<file path="src/rtl/serializer.sv">
// Parallel-to-serial converter: captures a WIDTH-bit word and shifts it out MSB first,
// one bit per clock, streaming back-to-back words with no gap while load stays high.
module serializer #(
  parameter int unsigned WIDTH = 32
) (
  input  logic             clk,
  input  logic             rst,
  input  logic             load,
  input  logic [WIDTH-1:0] data,
  output logic             Ren,
  output logic             out
);

  localparam int unsigned      CNT_W = $clog2(WIDTH);
  localparam logic [CNT_W-1:0] LAST  = CNT_W'(WIDTH - 1);

  typedef enum logic {
    IDLE  = 1'b0,
    SHIFT = 1'b1
  } state_t;

  state_t           r_state;
  logic [WIDTH-1:0] r_shift;
  logic [CNT_W-1:0] r_cnt;
  logic             w_last;
  logic             w_capture;

  // A new word may enter when idle or on the edge that retires the last bit.
  assign w_last    = (r_cnt == LAST);
  assign w_capture = ~rst & load & ((r_state == IDLE) | ((r_state == SHIFT) & w_last));

  assign Ren = w_capture;
  // The shift register is cleared whenever idle, so its MSB is already 0 there.
  assign out = r_shift[WIDTH-1];

  always_ff @(posedge clk or posedge rst) begin
    if (rst) begin
      r_state <= IDLE;
      r_shift <= '0;
      r_cnt   <= '0;
    end else if (w_capture) begin
      r_state <= SHIFT;
      r_shift <= data;
      r_cnt   <= '0;
    end else if (r_state == SHIFT) begin
      if (w_last) begin
        r_state <= IDLE;
        r_shift <= '0;
        r_cnt   <= '0;
      end else begin
        r_shift <= {r_shift[WIDTH-2:0], 1'b0};
        r_cnt   <= r_cnt + CNT_W'(1);
      end
    end
  end

endmodule

</file>
<file path="config.mk">
export PLATFORM = sky130hd
export DESIGN_NAME = serializer
export DESIGN_NICKNAME = d
export VERILOG_FILES = /design/src/rtl/serializer.sv
export SDC_FILE = /design/constraint.sdc
export NUM_CORES = 1
export LEC_CHECK = 0
export ABC_AREA = 1
export BUFFER_PORTS_ARGS = -buffer_cell sky130_fd_sc_hd__buf_2
export CAP_MARGIN = 0
export CORE_ASPECT_RATIO = 0.5
export CORE_UTILIZATION = 44
export CTS_CLUSTER_SIZE = 16
export DETAILED_ROUTE_END_ITERATION = 6
export GPL_ROUTABILITY_DRIVEN = 0
export PLACE_DENSITY = 0.64
export SYNTH_ARGS = -nofsm -noshare
export SYNTH_HDL_FRONTEND = slang
export SYNTH_SLANG_ARGS = --single-unit
</file>
<file path="constraint.sdc">
create_clock -name clk -period 1.7 [get_ports clk]
set_input_delay 0.17 -clock clk [delete_from_list [all_inputs] [get_ports clk]]
set_output_delay 0.17 -clock clk [all_outputs]
set_load 0.02 [all_outputs]
</file>
---- Word level (Yosys, flattened, before mapping) ----
Index checks and enable logic that the tools add are counted.
W data, S select, Z words.
word-level totals
  bits in registers ....................... 38
  bits of input ports ..................... 35
  output and inout bits ................... 2
  word-level logic and storage cells ...... 21
cells by class
  $add $sub $neg .......................... 1
  equal/unequal tests ..................... 1
  multiplexer cells ....................... 9
  bitwise gates (word level) .............. 6
  reductions and logical operators ........ 1
operators with widths
  kind                   count
  $mux W32               3
  $mux W5                3
  $add A5 B1 Y5 const B  1
  $eq A5 B5 Y1 const B   1
  $and A1 B1 Y1          3
  $mux W1                3
  $not A1 Y1             2
  $reduce_bool A2 Y1     1
  $or A1 B1 Y1           1

---- Logic depth before layout (Yosys ltp) ----
Gate-level depths: netlist (run 1).
  depth after elaboration ................. 5
  gate-level depth with buffers ........... 9
  mapped depth without buffers ............ 9

---- Worst setup path before layout (run 1) ----
Ideal clock, no wire load.
  path type ............................... register to register
  start ................................... reg r_cnt[0]
  end ..................................... reg r_shift[1]
  library setup time ...................... 0.124 ns
  arrival time ............................ 1.474 ns
  data required time ...................... 1.576 ns
  slack ................................... 0.102 ns
  cell stages (with the launch flop) ...... 10
  buffers on the path ..................... 1
  period minus slack after synthesis ...... 1.598 ns
  path through ............................ dfrtp_1 > ha_1 > nand2_1 > nor2_1 > ha_1 > nor2_4 > nor2_4 > buf_4 > nand2_1 > nand3_1
between the ends
  cells in the longest elaborated chain, start to end .. 5
  elaborated cells on any way between the ends .. 8
  classes of those cells .................. 1 x eq/ne; 3 x mux; 3 x bitwise; 1 x reduce/logical
ends and longest elaborated chain
  what                                                   line  text
  from (decl)                                            24    logic [CNT_W-1:0] r_cnt;
  from (signal assigned)                                 52    r_cnt <= r_cnt + CNT_W'(1);
  $eq A5 B5 Y1 (*)                                       29    assign w_last = (r_cnt == LAST);
  $and A1 B1 Y1 (*)                                      30    assign w_capture = ~rst & load & ((r_state == IDLE) | ((r_state == SHIFT) & w_last));
  $or A1 B1 Y1 (*)                                       30
  $and A1 B1 Y1 (*)                                      30
  via Ren                                                10    output logic Ren,
  $mux W32 / $reduce_bool A2 Y1 (equally long branches)  -
  to (signal assigned)                                   43    r_shift <= data;
  to (signal assigned)                                   51    r_shift <= {r_shift[WIDTH-2:0], 1'b0};
  to (decl)                                              23    logic [WIDTH-1:0] r_shift;
Mark *: on every way through the listed nets, which the timed path passes. The rest lies on a longest branch. The select of a mux whose other input is x is not followed.
A chain may end at the register's enable or synchronous reset.

---- Worst setup path in the final report (run 1) ----
  start ................................... reg r_cnt[1]
  end ..................................... out Ren
between the ends
  cells in the longest elaborated chain, start to end .. 4
ends and longest elaborated chain
  what           line
  $eq A5 B5 Y1   29
  $and A1 B1 Y1  30
  $or A1 B1 Y1   30
  $and A1 B1 Y1  30
  to (decl)      10
No other way between the ends.

==> results.yml, run 1 <==
synthesis:
  ys.flop_type: "dfrtp_1"
  async_flop_share_pct: 100
  synth_area_mm2: 0.00173
  synth_edf_count: 0
  yosysMostFrequentCell: "nand2_1"
  ys_seq_elements: 38
  yosysWarnings: 0
  yosys-top-cells-area: "dfrtp_1 55%, nand2_1 24%, nand3_1 10%, buf_6 2.0%, buf_4 1.7%"
  syn_nets: 248
  synth_cell_types: 15
  synth.largest_area_cell: "dfrtp_1"
  synth_seq_area_share_pct: 54.9
  synth.avg_cell_area_um2: 8.21
  synth_top_area_share_pct: 54.9
  syn_inst: 211
  synth_common_cells: "111 x nand2_1, 38 x dfrtp_1, 36 x nand3_1, 4 x buf_4, 4 x inv_1"
global_routing:
  grt_max_degree: 40
  grt_antenna_before_repair: 0
  overflow: 0
  gr-usage-all-layers_pct: 18.8
  grt_first_pass_wirelength_mm: 5.82
  grt_pass1_vias: 1285
route:
  routedWlPerCell_um: 12.2
  via_per_inst: 4.80
  first_iter_violations: 126
  remaining_drc_errors: 0
  dr_total_vias: 1483
  totalWireLength_mm: 3.78
  ant_nets: 0
  firstDrtPassIters: 4
clock_tree:
  cts_sinks: 38
  cts_hold_buf: 0
  clk_pin_slew_ps: 80
  clk_latency_ps: 290
  numCtsBuffers: 5
  ctsHtreeMaxLevel: 2
  cts.path.max_buffers: 2
  cts-root-buf: "clkbuf_8"
  cts_tree: "yes"
worst_setup_path:
  critPathKind: "reg2out"
  critPathRequiredTime_ps: 1530
  r2r_setup_slack_ps: 110
  cp.buffers_inverters: 1
  worstSetupEndpointType: "output port"
  worstPathMaxFanout: 3
  r2r-start: "r_cnt[1]"
  critPathSlowestCell: "dfrtp_1"
  crit_start: "r_cnt[1]"
  worst_ep_arrival_time_ps: 1470
  cpLargestDelayFamily: "flip-flops"
  worstSetupStartpointType: "flop"
  cp_slowest_stage_delay_ps: 390
  path_cells: "ha_2 -> nand2_2 -> nor2_2 -> ha_2 -> nor2_4 -> nor2_4 -> buf_6"
cells_and_area:
  syn_to_final_growth_pct: 23.3
  fin_nets: 294
  fillerInstances: 337
  drive_gt1_share_pct: 26.0
  num_antenna_cells: 0
  fin_area_mm2: 0.00214
pwr:
  leakagePower_nw: 1.13
  power.total_w: 0.00322
  p_per_area_mw_per_mm2: 1510
  vdd_drop_max_uv: 658
floorplanning:
  die_y_um: 46.4
  io_pins: 37
  initial_core_util_pct: 48.1
  die_w_um: 90.7
  die_area_mm2: 0.00421
  rows: 15
  design.core.area_mm2: 0.00360
timing:
  finalMaxSlewViolations: 0
  worst_slew_pin_slew_ps: 495
  max_clock_freq_ghz: 0.608
  clock_skew_ps: 8.10
  finalSetupViolCount: 0
  rsz0062_at_grt: "yes"
  relSlewSlack_pct: 67.0
  hold_viol: 0
  period_share_pct: 96.7
  period_needed_ps: 1640
hold_path:
  hp-class: "in2async"
placement:
  port_buffers: 36
  place_area_mm2: 0.00197
  dp_hpwl_mm: 2.26
outcome:
  status: "finished clean"
flow_run:
  cap_violations: 0
sequential cells by signal (all words and copies together), names as in the netlist:
name and flops:
r_state 1, r_shift 32, r_cnt 5
cells by family after synthesis:
group                      share of synthesized area, %
adders and majority gates                          1.44
and+or+nand+nor                                    37.6
DFF                                                54.9
AOI/OAI and AO/OA                                 0.289
buffers and inverters                              5.78
through the flow:
stage	setup WS [ps]	TNS [ps]	instances	hold slack [ps]	utilization, %
finish	55.3	0	309	38.6	59.3
global route	-29.2	-32.4	309	78.1	59.3
CTS	10.0	0	307	49.6	58.3
detailed placement	-256	-3200	296	370	54.6
global placement	-227	-1890	296	365	54.6
floorplan	102	0	211	163	-
path summary, 6_finish.rpt:
path	to	cells after the start
worst max register to register	r_shift[12]	10
worst min register to register	r_shift[31]	2
worst min-delay path	r_shift[3]	3
max in group asynchronous	r_cnt[4]	3
min in group clk	r_shift[0]	3
worst max-delay path	Ren	7
repair_timing:
| item | 4_1_cts | 5_1_grt |
|---|---|---|
| pin swaps | 3 | 5 |
| gates resized for setup | 5 | 3 |
| buffers inserted | 2 | 2 |
| setup endpoints to repair | 34 | 18 |
| cloned | 1 | 0 |
report_power, final:
part | total [W] | internal [W] | switching [W] | leakage (nW)
clock network | 0.000660 | 0.000326 | 0.000334 | 0.0472
registers | 0.00142 | 0.00124 | 0.000176 | 0.500
logic | 0.00114 | 0.000490 | 0.000653 | 0.581
total | 0.00322 | 0.00206 | 0.00116 | 1.13
worst reg2reg max path: cells and delay by family, from the launching register on:
family	cells	cell delay (ps)
fa+ha+maj	2	370
buf+inv	2	300
flops	1	390
simple gates	6	420
area by class of cell:
type                    count  area (um2)  share of cell area (%)
well taps                  51        63.8                    2.99
clock buffers               6        82.6                    3.87
flip-flops and latches     38         951                    44.5
clock inverters             2        12.5                   0.586
multi-input cells         158         702                    32.9
inverters                   7        26.3                    1.23
repair buffers             47         298                    13.9
cell usage in the layout, fill, tap and decap left out, drive strengths merged:
master	n
nand3	36
clkinv	1
ha	2
dfrtp	38
clkbuf	6
buf	47
a21oi	1
inv	7
nor2	5
nand2	113
nand4	1
clkinvlp	1
layer usage:
metal	GRT usage, %	wire length (um)	vias up
met5	0	0	-
met4	10.0	53	0
met3	5.78	194	6
met2	27.6	1630	34
met1	25.4	1900	687
li1	-	-	756
Power figures use the tool's default switching activity.
==> run 2: changes to the inputs <==
ABC_AREA = not set   (was 1)
CORE_UTILIZATION = 53   (was 44)
PLACE_DENSITY = 0.75   (was 0.64)
==> run 2 against run 1 <==
Net effect: the flow now finishes with violations (negative setup slack); area after synthesis shrank 1.7%; final cell count decreased by 24%; fmax decreased by 15%; count of clock-buffer cells in the layout stayed put; wire length increased by 9.9%; non-clock buffer count rose by 14; clock skew about the same; cell area increased by 9.4%; worst hold slack worse by 6.4 ps; critical path type is now reg2reg; critical endpoint is now r_shift[4].
==> results.yml, run 2 <==
timing:
  worst_slew_pin_slew_ps: 485
  hold_viol: 0
  period_share_pct: 113
  finalMaxSlewViolations: 0
  max_clock_freq_ghz: 0.520
  clock_skew_ps: 7.61
  relSlewSlack_pct: 67.7
  period_needed_ps: 1920
  whs_ps: 32.1
  setup_ws_ps: -224
  finalSetupViolCount: 35
  rsz0062_at_grt: "yes"
floorplanning:
  die_area_mm2: 0.00346
  die_y_um: 42.1
  io_pins: 37
  die_w_um: 82.2
  initial_core_util_pct: 56.2
  rows: 14
  design.core.area_mm2: 0.00303
synthesis:
  synth.largest_area_cell: "dfrtp_1"
  synth_edf_count: 0
  yosys-top-cells-area: "dfrtp_1 56%, a221o_1 18%, and2_1 11%, buf_6 2.6%, inv_1 1.5%"
  syn_inst: 135
  synth_cell_types: 22
  synth_top_area_share_pct: 55.8
  synth_common_cells: "38 x dfrtp_1, 31 x a221o_1, 31 x and2_1, 7 x inv_1"
  async_flop_share_pct: 100
  ys_seq_elements: 38
  synth.avg_cell_area_um2: 12.6
  yosysWarnings: 0
  yosysMostFrequentCell: "dfrtp_1"
  synth_seq_area_share_pct: 55.8
  syn_nets: 172
  ys.flop_type: "dfrtp_1"
  synth_area_mm2: 0.00170
cells_and_area:
  num_antenna_cells: 0
  syn_to_final_growth_pct: 37.3
  layout.cells.most_common_list: "38 x dfrtp_1, 35 x buf_2, 31 x a221o_1"
  reg_top3: "r_shift (32), r_cnt (5), r_state (1)"
  fillerInstances: 179
  drive_gt1_share_pct: 43.3
  largest_reg_flops: 32
  top_register: "r_shift"
  fin_nets: 230
  mostFrequentLayoutCell: "dfrtp_1"
route:
  via_per_inst: 5.76
  totalWireLength_mm: 4.15
  dr_total_vias: 1347
  first_iter_violations: 117
  routedWlPerCell_um: 17.7
  ant_nets: 0
  remaining_drc_errors: 0
  firstDrtPassIters: 6
flow_run:
  cap_violations: 0
clock_tree:
  cts_tree: "yes"
  cts_sinks: 38
  clk_latency_ps: 290
  ctsHtreeMaxLevel: 2
  cts-root-buf: "clkbuf_8"
  cts_hold_buf: 0
  numCtsBuffers: 5
  clk_pin_slew_ps: 80
  cts.path.max_buffers: 2
placement:
  place_ws_ps: -155
  port_buffers: 36
  dp_hpwl_mm: 2.14
worst_setup_path:
  worstSetupStartpointType: "flop"
  cpLargestDelayFamily: "simple AND/OR/NAND/NOR gates"
  path_cells: "ha_2 -> and3_4 -> ha_4 -> and2b_2 -> nor2_4 -> buf_6 -> buf_16 -> a221o_1"
  worstSetupEndpointType: "flop"
  critPathKind: "reg2reg"
  critPathRequiredTime_ps: 1880
  cp_slowest_stage_delay_ps: 390
  worstPathMaxFanout: 12
  worst_ep_arrival_time_ps: 2110
  critPathSlowestCell: "dfrtp_1"
  cp.buffers_inverters: 2
pwr:
  leakagePower_nw: 1.17
  p_per_area_mw_per_mm2: 1620
  vdd_drop_max_uv: 1090
outcome:
  violations: "negative setup slack"
  status: "finished with violations"
global_routing:
  gr-usage-all-layers_pct: 24.5
  grt_pass1_vias: 1319
  overflow: 0
  grt_first_pass_wirelength_mm: 6.07
  grt_max_degree: 39
  grt_antenna_before_repair: 0
hold_path:
  hp-class: "in2async"
==> run 2: layer usage <==
metal	GRT usage (%)	part of all wire, %
met1	32.8	50
met2	38.0	45
met3	7.17	4.8
met4	8.42	1.1
met5	0	0
==> run 2: per-stage QoR <==
| step | TNS (ps) | cell area [um2] | cells | total power (W) | utilization (%) |
|---|---|---|---|---|---|
| floorplan | -2550 | 1730 | 135 | 0.00225 | - |
| global placement | -2310 | 1990 | 213 | 0.00259 | 65.6 |
| detailed placement | -3630 | 1990 | 213 | 0.00264 | 65.6 |
| CTS | -5680 | 2220 | 228 | 0.00348 | 73.2 |
| global route | -8030 | 2340 | 234 | 0.00400 | 77.1 |
| finish | -6470 | 2340 | 234 | 0.00379 | 77.1 |
==> run 2: repair_timing <==
item / in CTS / in global routing
gates cloned: 2 / 3
setup buffers: 6 / 3
pin swaps: 8 / 6
gates resized for setup: 13 / 7
setup endpoints to repair: 35 / 37
endpoints found under the hold margin: 0 / 0
==> run 2: cell type report <==
| type | count | area [um2] | share of cell area, % |
|---|---|---|---|
| Tap cell | 40 | 50.0 | 2.14 |
| Clock inverter | 2 | 12.5 | 0.535 |
| Clock buffer | 6 | 82.6 | 3.53 |
| Timing Repair Buffer | 61 | 509 | 21.8 |
| Inverter | 7 | 30.0 | 1.28 |
| Sequential cell | 38 | 951 | 40.7 |
| Multi-Input combinational cell | 80 | 702 | 30.0 |
==> run 2: kinds of logic after synthesis <==
family,count (synthesis),share of synthesized area [%]
xor+xnor,1,0.514
buf+inv,17,5.66
mux,2,1.25
simple gates,37,13.7
flops,38,55.8
compound gates,38,21.5
fa+ha+maj,2,1.47
==> run 2: worst paths after layout <==
check | start | to | slack, ps | depth (start not counted)
max in group asynchronous | rst | r_shift[24] | 1320 | 3
min in group clk | data[0] | r_shift[0] | 100 | 2
max | r_cnt[1] | r_shift[4] | -220 | 8
min | rst | r_shift[20] | 30 | 3
max reg2reg | r_cnt[1] | r_shift[4] | -220 | 8
min reg2reg | r_shift[0] | r_shift[0] | 500 | 1
==> run 2: worst reg2reg max path, cell delays in order (launching register included) <==
cell and delay [ps]:
dfrtp_1 390, ha_2 190, and3_4 150, ha_4 150, and2b_2 250, nor2_4 50
buf_6 150, buf_16 150, a221o_1 340
==> run 2: power breakdown <==
group | switching [W] | leakage [nW] | internal, W
logic | 0.000676 | 0.622 | 0.00100
clock network | 0.000341 | 0.0472 | 0.000326
registers | 0.000207 | 0.500 | 0.00124
==> run 3: changes to the inputs <==
ABC_AREA = 1   (was not set)
clock period = 2.08 ns   (was 1.7 ns; I/O delays follow)
==> run 3 against run 2 <==
Net effect: the flow now finishes without violations; combinational power down 55%; utilization down 11 points; sequential cell count unchanged; clock skew up 1.4 ps; final cell count up 24%; clock power down 22%; register-to-register slack better by 370 ps; cell area down 14%; via count up 8.2%; worst hold slack better by 44 ps.
==> results.yml, run 3 (synthesized netlist as in run 1, its figures left out) <==
worst_setup_path:
  critPathSlowestCell: "dfrtp_1"
  cp_slowest_stage_delay_ps: 420
  path_cells: "ha_1 -> nand2_1 -> nor2_1 -> ha_1 -> nor2_4 -> nor2_4 -> buf_2"
  worstSetupEndpointType: "output port"
  worstSetupStartpointType: "flop"
  crit_start: "r_cnt[0]"
  worst_ep_arrival_time_ps: 1750
  critPathRequiredTime_ps: 1870
  cp.buffers_inverters: 1
  r2r-start: "r_cnt[0]"
  critPathKind: "reg2out"
  cpLargestDelayFamily: "adder cells"
  worstPathMaxFanout: 10
placement:
  dp_hpwl_mm: 2.23
  place_area_mm2: 0.00192
  port_buffers: 36
route:
  totalWireLength_mm: 3.32
  via_per_inst: 5.01
  ant_nets: 0
  firstDrtPassIters: 4
  routedWlPerCell_um: 11.4
  dr_total_vias: 1458
  remaining_drc_errors: 0
  first_iter_violations: 93
clock_tree:
  clk_latency_ps: 290
  clk_pin_slew_ps: 80
  cts-root-buf: "clkbuf_8"
  cts.path.max_buffers: 2
  cts_tree: "yes"
  cts_sinks: 38
  ctsHtreeMaxLevel: 2
  numCtsBuffers: 5
pwr:
  leakagePower_nw: 1.09
  vdd_drop_max_uv: 607
  p_per_area_mw_per_mm2: 1220
global_routing:
  gr-usage-all-layers_pct: 20.9
  grt_max_degree: 40
  grt_util_met2_pct: 33.6
  grt_pass1_vias: 1349
  grt_util_met1_pct: 27.1
  grt-busiest-layer: "met2"
  grt_first_pass_wirelength_mm: 5.72
  grt_antenna_before_repair: 0
  overflow: 0
  global_route.usage.met3_pct: 6.30
cells_and_area:
  final_util_pct: 66.2
  num_antenna_cells: 0
  largest_reg_flops: 32
  mostFrequentLayoutCell: "nand2_1"
  syn_to_final_growth_pct: 16.5
  fillerInstances: 263
  top_register: "r_shift"
  layout.cells.most_common_list: "111 x nand2_1, 38 x dfrtp_1, 36 x nand3_1, 36 x buf_2, 6 x clkbuf_8"
  drive_gt1_share_pct: 21.9
  fin_nets: 287
  reg_top3: "r_shift (32), r_cnt (5), r_state (1)"
  fin_area_mm2: 0.00202
timing:
  finalSetupViolCount: 0
  finalMaxSlewViolations: 0
  clock_skew_ps: 8.98
  max_clock_freq_ghz: 0.511
  fin_tns_setup_ps: 0
  period_share_pct: 94.2
  worst_slew_pin_slew_ps: 565
  rsz0062_at_grt: "no"
  relSlewSlack_pct: 62.3
  whs_ps: 76.3
  period_needed_ps: 1960
  hold_viol: 0
floorplanning:
  initial_core_util_pct: 56.8
  design.core.area_mm2: 0.00305
  die_area_mm2: 0.00351
  die_y_um: 42.4
  rows: 14
  io_pins: 37
  die_w_um: 82.8
outcome:
  status: "finished clean"
hold_path:
  hp-class: "in2async"
flow_run:
  cap_violations: 0
-- run 3: changes by cell type in the layout (fill, tap and decap cells not counted), sizes merged, moves of 3 or more --
| cell | change |
|---|---|
| a221o | -31 |
| nor2 | +3 |
| nand3 | +35 |
| and2 | -31 |
| nand2 | +112 |
| buf | -17 |
-- run 3: path summary, 6_finish.rpt --
| check | endpoint | slack [ps] | cells past startpoint |
|---|---|---|---|
| worst max register to register | r_shift[22] | 150 | 10 |
| worst min-delay path | r_cnt[2] | 80 | 3 |
| worst min register to register | r_shift[0] | 480 | 2 |
| worst max-delay path | Ren | 120 | 7 |
| max in group asynchronous | r_cnt[0] | 1670 | 3 |
| min in group clk | r_shift[0] | 130 | 3 |
-- run 3: routing by layer --
metal | up-vias | part of all wire [%]
li1 | 738 | -
met1 | 685 | 47
met2 | 33 | 48
met3 | 2 | 5.1
met4 | 0 | 0.24
met5 | - | 0
-- run 3: report_power, final --
group	switching [W]	total [W]	internal [W]
Clock	0.000254	0.000522	0.000268
Sequential	0.000169	0.00118	0.00102
Combinational	0.000459	0.000762	0.000303
-- run 3: tightest hold or removal path, cell delays in order --
cell	delay [ps]
buf_2	110
inv_2	70
buf_4	430
-- run 3: area by class of cell --
class	count	area (um2)	share of cell area, %
inverter	7	26.3	1.30
multi-input combinational	157	681	33.7
tap	40	50.0	2.48
clock buffer	7	86.3	4.28
timing repair buffer	41	218	10.8
sequential	38	951	47.1
clock inverter	1	5.00	0.248
-- run 3: through the flow --
stage               instances  power, W  setup slack (ps)
floorplan                 211   0.00179               482
global placement          282   0.00193               254
detailed placement        282   0.00196               234
CTS                       290   0.00248              41.9
global route              291   0.00265              3.76
finish                    291   0.00247               121
-- run 3: repair_timing --
| action | in CTS | in global routing |
|---|---|---|
| hold buffers | 0 | 0 |
| setup endpoints to repair | 0 | 1 |
| gates resized for setup | 0 | 0 |
| buffers inserted | 0 | 1 |
